==> src/rtl/pipeline_ctrl_pkg.sv <==
// Shared types for the pipeline hazard/sequencing controller: register
// address width, controller FSM states and E-stage operand-forward selects.
package pipeline_ctrl_pkg;

    typedef logic [4:0] creg_addr_t;

    typedef enum logic [1:0] {
        RUN   = 2'd0,
        DWAIT = 2'd1,
        REDIR = 2'd2
    } ctrl_state_t;

    typedef enum logic [1:0] {
        REGFILE = 2'd0,
        FWD_M   = 2'd1,
        FWD_W   = 2'd2
    } fwd_sel_t;

    // A later stage supplies a source only if it really writes that register; x0 never matches.
    function automatic logic writes_reg(logic valid, logic regwrite, creg_addr_t dst, creg_addr_t src);
        return valid & regwrite & (dst != '0) & (dst == src);
    endfunction

endpackage

==> src/rtl/pipeline_ctrl_fwd_unit.sv <==
// Combinational forwarding select for one E-stage operand; M stage wins over W.
module fwd_unit
    import pipeline_ctrl_pkg::*;
(
    input  logic [4:0] src,
    input  logic       m_valid,
    input  logic       m_regwrite,
    input  logic [4:0] m_dst,
    input  logic       w_valid,
    input  logic       w_regwrite,
    input  logic [4:0] w_dst,
    output logic [1:0] sel
);

    always_comb begin
        if (writes_reg(m_valid, m_regwrite, m_dst, src)) begin
            sel = FWD_M;
        end else if (writes_reg(w_valid, w_regwrite, w_dst, src)) begin
            sel = FWD_W;
        end else begin
            sel = REGFILE;
        end
    end

endmodule

==> src/rtl/pipeline_ctrl.sv <==
// Hazard and sequencing controller for the five-stage pipeline.
// Optional performance counters are built only when PIPELINE_CTRL_PERF_EN is defined.
module pipeline_ctrl
    import pipeline_ctrl_pkg::*;
(
    input  logic        clk,
    input  logic        reset,
    input  logic        i_req,
    input  logic        i_data_ok,
    input  logic        d_valid,
    input  logic        d_use1,
    input  logic        d_use2,
    input  logic [4:0]  d_ra1,
    input  logic [4:0]  d_ra2,
    input  logic        e_valid,
    input  logic        e_memread,
    input  logic        e_regwrite,
    input  logic [4:0]  e_dst,
    input  logic [4:0]  e_ra1,
    input  logic [4:0]  e_ra2,
    input  logic        branch_taken,
    input  logic        m_valid,
    input  logic        m_regwrite,
    input  logic [4:0]  m_dst,
    input  logic        d_req,
    input  logic        d_data_ok,
    input  logic        w_valid,
    input  logic        w_regwrite,
    input  logic [4:0]  w_dst,
    output logic        stall_pc,
    output logic        stall_dreg,
    output logic        stall_ereg,
    output logic        stall_mreg,
    output logic        flush_dreg,
    output logic        flush_ereg,
    output logic        flush_mreg,
    output logic        flush_wreg,
    output logic        i_discard,
    output logic [1:0]  fwd_a,
    output logic [1:0]  fwd_b,
    output logic [31:0] perf_stall_cycles,
    output logic [31:0] perf_flushes
);

    ctrl_state_t state, state_next;
    logic        dwait, iwait, loaduse, redirect;
    logic [1:0]  fwd_a_raw, fwd_b_raw;

    assign dwait = d_req & ~d_data_ok;
    assign iwait = i_req & ~i_data_ok;
    assign loaduse = e_valid & e_memread & (e_dst != 5'd0) & d_valid &
                     ((d_use1 & (d_ra1 == e_dst)) | (d_use2 & (d_ra2 == e_dst)));
    // A taken branch only redirects when no dmem wait is holding E.
    assign redirect = ~dwait & branch_taken & e_valid;

    // NOTE: every output gets a default before the priority chain so no latch is inferred.
    always_comb begin
        stall_pc   = 1'b0;
        stall_dreg = 1'b0;
        stall_ereg = 1'b0;
        stall_mreg = 1'b0;
        flush_dreg = 1'b0;
        flush_ereg = 1'b0;
        flush_mreg = 1'b0;
        flush_wreg = 1'b0;
        i_discard  = 1'b0;

        if (dwait) begin
            stall_pc   = 1'b1;
            stall_dreg = 1'b1;
            stall_ereg = 1'b1;
            stall_mreg = 1'b1;
            flush_wreg = 1'b1;
        end else if (redirect) begin
            flush_dreg = 1'b1;
            flush_ereg = 1'b1;
        end else if (loaduse) begin
            stall_pc   = 1'b1;
            stall_dreg = 1'b1;
            flush_ereg = 1'b1;
        end else if (iwait) begin
            stall_pc   = 1'b1;
            flush_dreg = 1'b1;
        end

        // The stale fetch response of a redirect is dropped until imem answers.
        if (state == REDIR) begin
            i_discard  = 1'b1;
            flush_dreg = 1'b1;
            stall_pc   = 1'b1;
        end

        if (reset) begin
            stall_pc   = 1'b0;
            stall_dreg = 1'b0;
            stall_ereg = 1'b0;
            stall_mreg = 1'b0;
            flush_dreg = 1'b1;
            flush_ereg = 1'b1;
            flush_mreg = 1'b1;
            flush_wreg = 1'b1;
            i_discard  = 1'b0;
        end
    end

    always_comb begin
        state_next = state;
        case (state)
            RUN: begin
                if (dwait) begin
                    state_next = DWAIT;
                end else if (redirect & iwait) begin
                    state_next = REDIR;
                end
            end
            DWAIT:   if (d_data_ok) state_next = RUN;
            REDIR:   if (i_data_ok) state_next = RUN;
            default: state_next = RUN;
        endcase
    end

    // NOTE: state registers use non-blocking assignments so every flop samples pre-edge values.
    always_ff @(posedge clk or posedge reset) begin
        if (reset) begin
            state <= RUN;
        end else begin
            state <= state_next;
        end
    end

    fwd_unit u_fwd_a (
        .src        (e_ra1),
        .m_valid    (m_valid),
        .m_regwrite (m_regwrite),
        .m_dst      (m_dst),
        .w_valid    (w_valid),
        .w_regwrite (w_regwrite),
        .w_dst      (w_dst),
        .sel        (fwd_a_raw)
    );

    fwd_unit u_fwd_b (
        .src        (e_ra2),
        .m_valid    (m_valid),
        .m_regwrite (m_regwrite),
        .m_dst      (m_dst),
        .w_valid    (w_valid),
        .w_regwrite (w_regwrite),
        .w_dst      (w_dst),
        .sel        (fwd_b_raw)
    );

    assign fwd_a = reset ? REGFILE : fwd_a_raw;
    assign fwd_b = reset ? REGFILE : fwd_b_raw;

`ifdef PIPELINE_CTRL_PERF_EN
    logic [31:0] stall_cnt, flush_cnt;

    always_ff @(posedge clk or posedge reset) begin
        if (reset) begin
            stall_cnt <= '0;
            flush_cnt <= '0;
        end else begin
            if (stall_pc) stall_cnt <= stall_cnt + 32'd1;
            if (redirect) flush_cnt <= flush_cnt + 32'd1;
        end
    end

    assign perf_stall_cycles = stall_cnt;
    assign perf_flushes      = flush_cnt;
`else
    assign perf_stall_cycles = '0;
    assign perf_flushes      = '0;
`endif

endmodule

==> config.mk <==
export PLATFORM = sky130hd
export DESIGN_NAME = pipeline_ctrl
export DESIGN_NICKNAME = d
export VERILOG_FILES = /design/src/rtl/pipeline_ctrl_pkg.sv /design/src/rtl/pipeline_ctrl_fwd_unit.sv /design/src/rtl/pipeline_ctrl.sv
export SDC_FILE = /design/constraint.sdc
export NUM_CORES = 1
export LEC_CHECK = 0
export ABC_CLOCK_PERIOD_IN_PS = 1280
export CAP_MARGIN = 30
export CORE_ASPECT_RATIO = 1.5
export CORE_UTILIZATION = 29
export CTS_BUF_LIST = sky130_fd_sc_hd__clkbuf_4 sky130_fd_sc_hd__clkbuf_8
export DETAILED_ROUTE_END_ITERATION = 6
export PLACE_DENSITY = 0.84
export SLEW_MARGIN = 5
export SYNTH_ARGS = -nofsm -noshare
export SYNTH_HDL_FRONTEND = slang
export SYNTH_HIERARCHICAL = 1
export SYNTH_SLANG_ARGS = --single-unit
==> constraint.sdc <==
create_clock -name clk -period 1.28 [get_ports clk]
set_input_delay 0.128 -clock clk [delete_from_list [all_inputs] [get_ports clk]]
set_output_delay 0.128 -clock clk [all_outputs]
set_load 0.01 [all_outputs]
==> metrics.txt, run 1 <==
Synth top area share=42.8%; TritonRoute pass-1 iters=2; failing checks=setup timing; cts hold-fix bufs=0; Total GRT Usage=15.1%; port bufs=63; synth top area cells=buf_4 (43%), xnor2_1 (12%), xor2_1 (7.6%), dfrtp_1 (4.3%), o41ai_2 (2.8%); max-cap viol count=0; reg-to-reg slack, setup=450 ps; Crit path largest cell delay=360 ps; RSZ-0062 raised after global routing=true; ANT cells=0; Net count, final=297; synthesized flop and latch total=2; 1st-iter DRT viols=4; worst-path cell chain=buf_12, o41ai_4, a2111oi_2, buf_4, nor3_2, nor2b_2, buf_2; worst slack at placement=-966 ps; Pwr per Cell Area=467 nW/um^2; CP delay by family, top=compound AO/OA/AOI/OAI gates; Chip Width=53.6 microns; die area=4260 sq um; # IOs=129; fmax=697 MHz; GR peak layer=met2; area grow syn2layout=66.1%; Regs by FF count=state x2; Top reg by flops=state; antenna violations before repair=0; crit path kind=in2out; Final Max Tran Viols=0; fraction of the cycle the final worst path needs=112%; Yosys cell types=32; Hold EP=state[0]; Core Box Area=3750 sq um; Critical Path RT=1150 ps; ys flop type=dfrtp_1; r2r endpoint=state[1]; clk sinks=2; Core Util, Final=51.3%; Rows=27; placed cell area=1730 sq um; status=finished, violations left; CP max-delay cell=o41ai_4; Root Driver=clkbuf_8; routed vias/inst=4.17; worst hold start=d_data_ok; Max rail drop VDD=0.000538 V; area leader, netlist=buf_4; RR Startpoint=state[1]; register clock-pin slew on the reported worst setup and hold paths=30 ps; M1 GR Usage=12.9%; Syn. warnings=6; first-pass GRT wire length=4680 microns; min setup slack post-route=-155 ps; sequential element share of the synthesized area=4.32%; Setup Skew=3.98 ps; FILL cells=371; Largest register FFs=2; placed wire-length estimate=2550 microns; Die Span Y=79.4 microns; crit path buf inv count=3; GR Util met3=1.14%; Max H-tree Level=1; Mapped Area=1160 sq um; crit path DAT=1310 ps; Lkg Pwr=0.000959 uW; min-delay worst type=in2reg; grt total ovfl=0; clk_lat worst skew=220 ps; Reg2Reg Depth=3; Vias=1194; number of flops mapped to enable cells by yosys=0; Setup crit start kind=input pin; ys async rst share=100%; DRC violations left=0; Antenna Nets Post-Route=0; Starting Density=30.9%; largest net degree at the start of global routing=7; RePlAce Congestion=0.755; drt wl/cell=11.7 microns; CTS Buf Count=3; post-route cell area=1920 sq um; Hold Vio Cnt, Final=0; syn_area_per_cell=7.47 sq um; synthesized netlist cell count=155; Routed WL=3360 microns; GRT met2 Usage=32.9%; Critical Path Fanout Max=4; minimum clock period=1440 ps; CTS tree=yes; Worst setup EP type=output pin; layout cells sized above 1=39.5%; vias in the first global route=1055; cell count of the worst hold path=2; PnR Total Power=899 uW; final setup violation count=6; maximum clock insertion buffer count=2
-- Yosys cell counts (3+ instances only) --
cell,instances
nor2b_1,4
a21oi_1,4
xor2_1,10
nor3_1,3
clkinv_1,4
nand2_1,3
nor2_1,5
xnor2_1,16
nor4_1,4
nand3_1,4
buf_4,66
-- power by group --
part | switching (uW) | internal [uW] | leakage [uW]
clock network | 60.2 | 200 | 0.0000216
registers | 2.39 | 67.2 | 0.0000264
logic | 296 | 273 | 0.000911
-- per-layer routing --
metal / part of all wire, % / vias up
li1: - / 570
met1: 30 / 530
met2: 60 / 92
met3: 9.3 / 2
met4: 0.89 / 0
met5: 0 / -
-- worst register-to-register path, stage by stage (launching register included) --
cell,delay (ps)
dfrtp_1,400
buf_4,150
a21oi_1,110
nor3_1,60
-- cell usage in the layout (no fill, tap or decap), drive strengths merged, types with 2 or more instances in the layout --
| master | n |
|---|---|
| nand2b | 2 |
| clkdlybuf4s50 | 3 |
| nand2 | 3 |
| dfrtp | 2 |
| a21oi | 4 |
| nor2 | 5 |
| o41ai | 2 |
| o211ai | 2 |
| nand4 | 2 |
| nor2b | 4 |
| dlygate4sd2 | 20 |
| clkinv | 4 |
| xor2 | 10 |
| xnor2 | 16 |
| nand3 | 4 |
| clkbuf | 6 |
| o21ai | 4 |
| clkdlybuf4s15 | 4 |
| o2111ai | 2 |
| nor4 | 4 |
| conb | 64 |
| buf | 58 |
| inv | 2 |
| nor3 | 5 |
| a2111oi | 2 |
-- per-stage QoR --
step                      hold slack (ps)  setup TNS (ps)  cells
final                                 256            -301    286
after detailed placement              521           -9310    277
after global placement                517           -9020    277
after global routing                  273            -692    286
after floorplan                      44.1               0    218
after CTS                             231            -323    285
-- worst max path at each step --
stage                     cells after the start       end      from
after floorplan                               4  fwd_a[1]  m_dst[2]
after global placement                        6  fwd_b[1]  m_dst[2]
after detailed placement                      6  fwd_b[1]  m_dst[2]
after CTS                                     7  fwd_b[1]  m_dst[1]
after global routing                          7  fwd_b[1]  m_dst[3]
final                                         7  fwd_b[1]  m_dst[1]
-- kinds of logic after synthesis --
kind of cell	after synthesis	share of synthesized area [%]
AND/OR/NAND/NOR	31	14.9
AO/OA/AOI/OAI	22	15.7
XOR/XNOR	26	19.7
other	1	0.324
flip-flops	2	4.32
buffers and inverters	73	45.1
-- repair_timing --
action,in CTS,in global routing
endpoints found under the setup margin,14,8
setup buffers,5,1
endpoints found under the hold margin,0,0
gates resized for setup,215,15
cloned,0,0
pin swaps,39,9
-- layout make-up --
type | instances | area, sq um | area share [%]
multi-input cells | 143 | 997 | 51.8
repair buffers | 89 | 747 | 38.8
well taps | 43 | 53.8 | 2.80
flip-flops and latches | 2 | 50.0 | 2.60
clock buffers | 3 | 41.3 | 2.15
inverters | 6 | 35.0 | 1.82
Power figures use the tool's default switching activity.
==> run 2, diff against run 1 <==
--- a/config.mk
+++ b/config.mk
@@ -12,6 +12,7 @@
 export CTS_BUF_LIST = sky130_fd_sc_hd__clkbuf_4 sky130_fd_sc_hd__clkbuf_8
 export DETAILED_ROUTE_END_ITERATION = 6
 export PLACE_DENSITY = 0.84
+export SETUP_SLACK_MARGIN = 0.05
 export SLEW_MARGIN = 5
 export SYNTH_ARGS = -nofsm -noshare
 export SYNTH_HDL_FRONTEND = slang
==> run 2 against run 1 <==
Against the previous run: the run still ends with setup timing left; hold slack about the same; sequential power barely moved; cell count did not move; clock power about the same; design area is 0.26% higher; total power rose by 0.22%; worst setup slack better by 17 ps; fmax up 1.2%; clock skew about the same; sequential share of layout area barely moved; wire length is 0.80% lower; critical path type unchanged; largest power group unchanged; highest routed layer unchanged.
==> metrics.txt, run 2 (synthesized netlist as in run 1, its figures left out) <==
antenna violations before repair=0 (unchanged); area grow syn2layout=66.5%; RSZ-0062 raised after global routing=true; 1st-iter DRT viols=1 (-3); Root Driver=clkbuf_8; largest net degree at the start of global routing=7 (unchanged); top routing layer used=met4; wl on met1=1010 microns (-0.30%); Setup Skew=3.99 ps (+0.00216 ps); Net count, final=297 (unchanged); Rows=27 (unchanged); clk_lat worst skew=220 ps (about the same); Chip Width=53.6 microns (unchanged); Routed WL=3330 microns (-0.80%); met3 WL=323 microns (+3.2%); routed vias/inst=4.20 (+0.59%); CTS Buf Count=3 (unchanged); Lkg Pwr=0.000956 uW (-0.28%); die area=4260 sq um (unchanged); Critical Path RT=1150 ps (about the same); drt wl/cell=11.7 microns (-0.80%); Core Util, Final=51.5% (+0.13 points); TritonRoute pass-1 iters=2 (unchanged); Final Max Tran Viols=0 (unchanged); clk sinks=2 (unchanged); fraction of the cycle the final worst path needs=111% (-1.3 points); CP max-delay cell=o41ai_4; CTS tree=yes; status=finished, violations left; layout cells sized above 1=39.9% (+0.41 points); Largest register FFs=2 (unchanged); Pwr per Cell Area=467 nW/um^2 (about the same); Hold Vio Cnt, Final=0 (unchanged); min-delay worst type=in2reg; worst-path cell chain=buf_12, o41ai_4, a2111oi_2, buf_4, nor3_2, nor2b_2, buf_2; Min Hold Slack=256 ps (-0.262 ps); Starting Density=30.9% (unchanged); fmax=705 MHz (+1.2%); most common cell after layout, fill and taps aside=conb_1; Top reg by flops=state; CP delay by family, top=compound AO/OA/AOI/OAI gates; Regs by FF count=state x2; RePlAce Congestion=0.755 (unchanged); Antenna Nets Post-Route=0 (unchanged); register clock-pin slew on the reported worst setup and hold paths=30 ps (about the same); Die Span Y=79.4 microns (unchanged); most frequent cells in the layout=conb_1 (64), buf_4 (25), dlygate4sd2_1 (18), buf_6 (16), buf_2 (15); final setup violation count=7 (+1); Worst setup EP type=output pin; vias in the first global route=1046 (-0.85%); ANT cells=0 (unchanged); Max rail drop VDD=0.000536 V (-0.46%); grt total ovfl=0 (unchanged); cts hold-fix bufs=0 (unchanged); maximum clock insertion buffer count=2 (unchanged); min setup slack post-route=-138 ps (+17.0 ps); Core Box Area=3750 sq um (unchanged); Total GRT Usage=15.2% (+0.038 points); Cell Count, Final, Fillers Out=286 (unchanged); crit path kind=in2out; crit path buf inv count=3 (unchanged); crit path DAT=1290 ps (-20 ps); Crit path largest cell delay=350 ps (about the same); max-cap viol count=0 (unchanged); Critical Path Fanout Max=4 (unchanged); placed insts=277 (unchanged); placed wire-length estimate=2550 microns (unchanged); first-pass GRT wire length=4660 microns (-0.30%); Vias=1201 (+0.59%); failing checks=setup timing; Setup crit start kind=input pin; DRC violations left=0 (unchanged); minimum clock period=1420 ps (-17.0 ps); port bufs=63 (unchanged); Max H-tree Level=1 (unchanged); # IOs=129 (unchanged); met2 wire length=1970 microns (-1.7%)
==> run 2: repair_timing <==
action | in CTS | in global routing
setup endpoints to repair | 14 | 11
setup buffers | 5 | 1
gates resized for setup | 221 | 17
pin swaps | 39 | 8
==> run 2: cell type report <==
cell class | count | area, sq um
multi-input combinational | 143 | 995
sequential | 2 | 50.0
fill | 368 | 1820
clock buffer | 3 | 41.3
inverter | 6 | 38.8
timing repair buffer | 89 | 751
tap | 43 | 53.8
==> run 2: metrics by stage <==
stage	area (sq um)	total power [uW]	setup TNS, ps	setup WS (ps)
after detailed placement	1730	587	-9310	-966
after CTS	1910	888	-323	-122
after global placement	1730	580	-9020	-954
after floorplan	1400	442	0	182
after global routing	1930	956	-679	-213
final	1930	901	-288	-138
==> run 2: final timing paths <==
check	start	to	slack (ps)	depth (start not counted)
setup / recovery	m_dst[1]	fwd_b[1]	-140	7
hold / removal	d_data_ok	state[0]	260	2
setup reg to reg	state[1]	state[1]	450	3
hold reg to reg	state[0]	state[1]	530	2
max in group asynchronous	reset	state[0]	880	5
min in group asynchronous	reset	state[1]	310	5
==> run 2: power breakdown <==
| group | internal [uW] | total (uW) | switching (uW) |
|---|---|---|---|
| Sequential | 67.2 | 69.6 | 2.39 |
| Clock | 200 | 260 | 60.4 |
| Combinational | 275 | 571 | 296 |
==> run 2: per-layer routing <==
metal,global-route usage [%],vias to the layer above
met3,1.14,2
li1,-,568
met2,32.9,92
met4,4.74,0
met5,0,-
met1,13.0,539
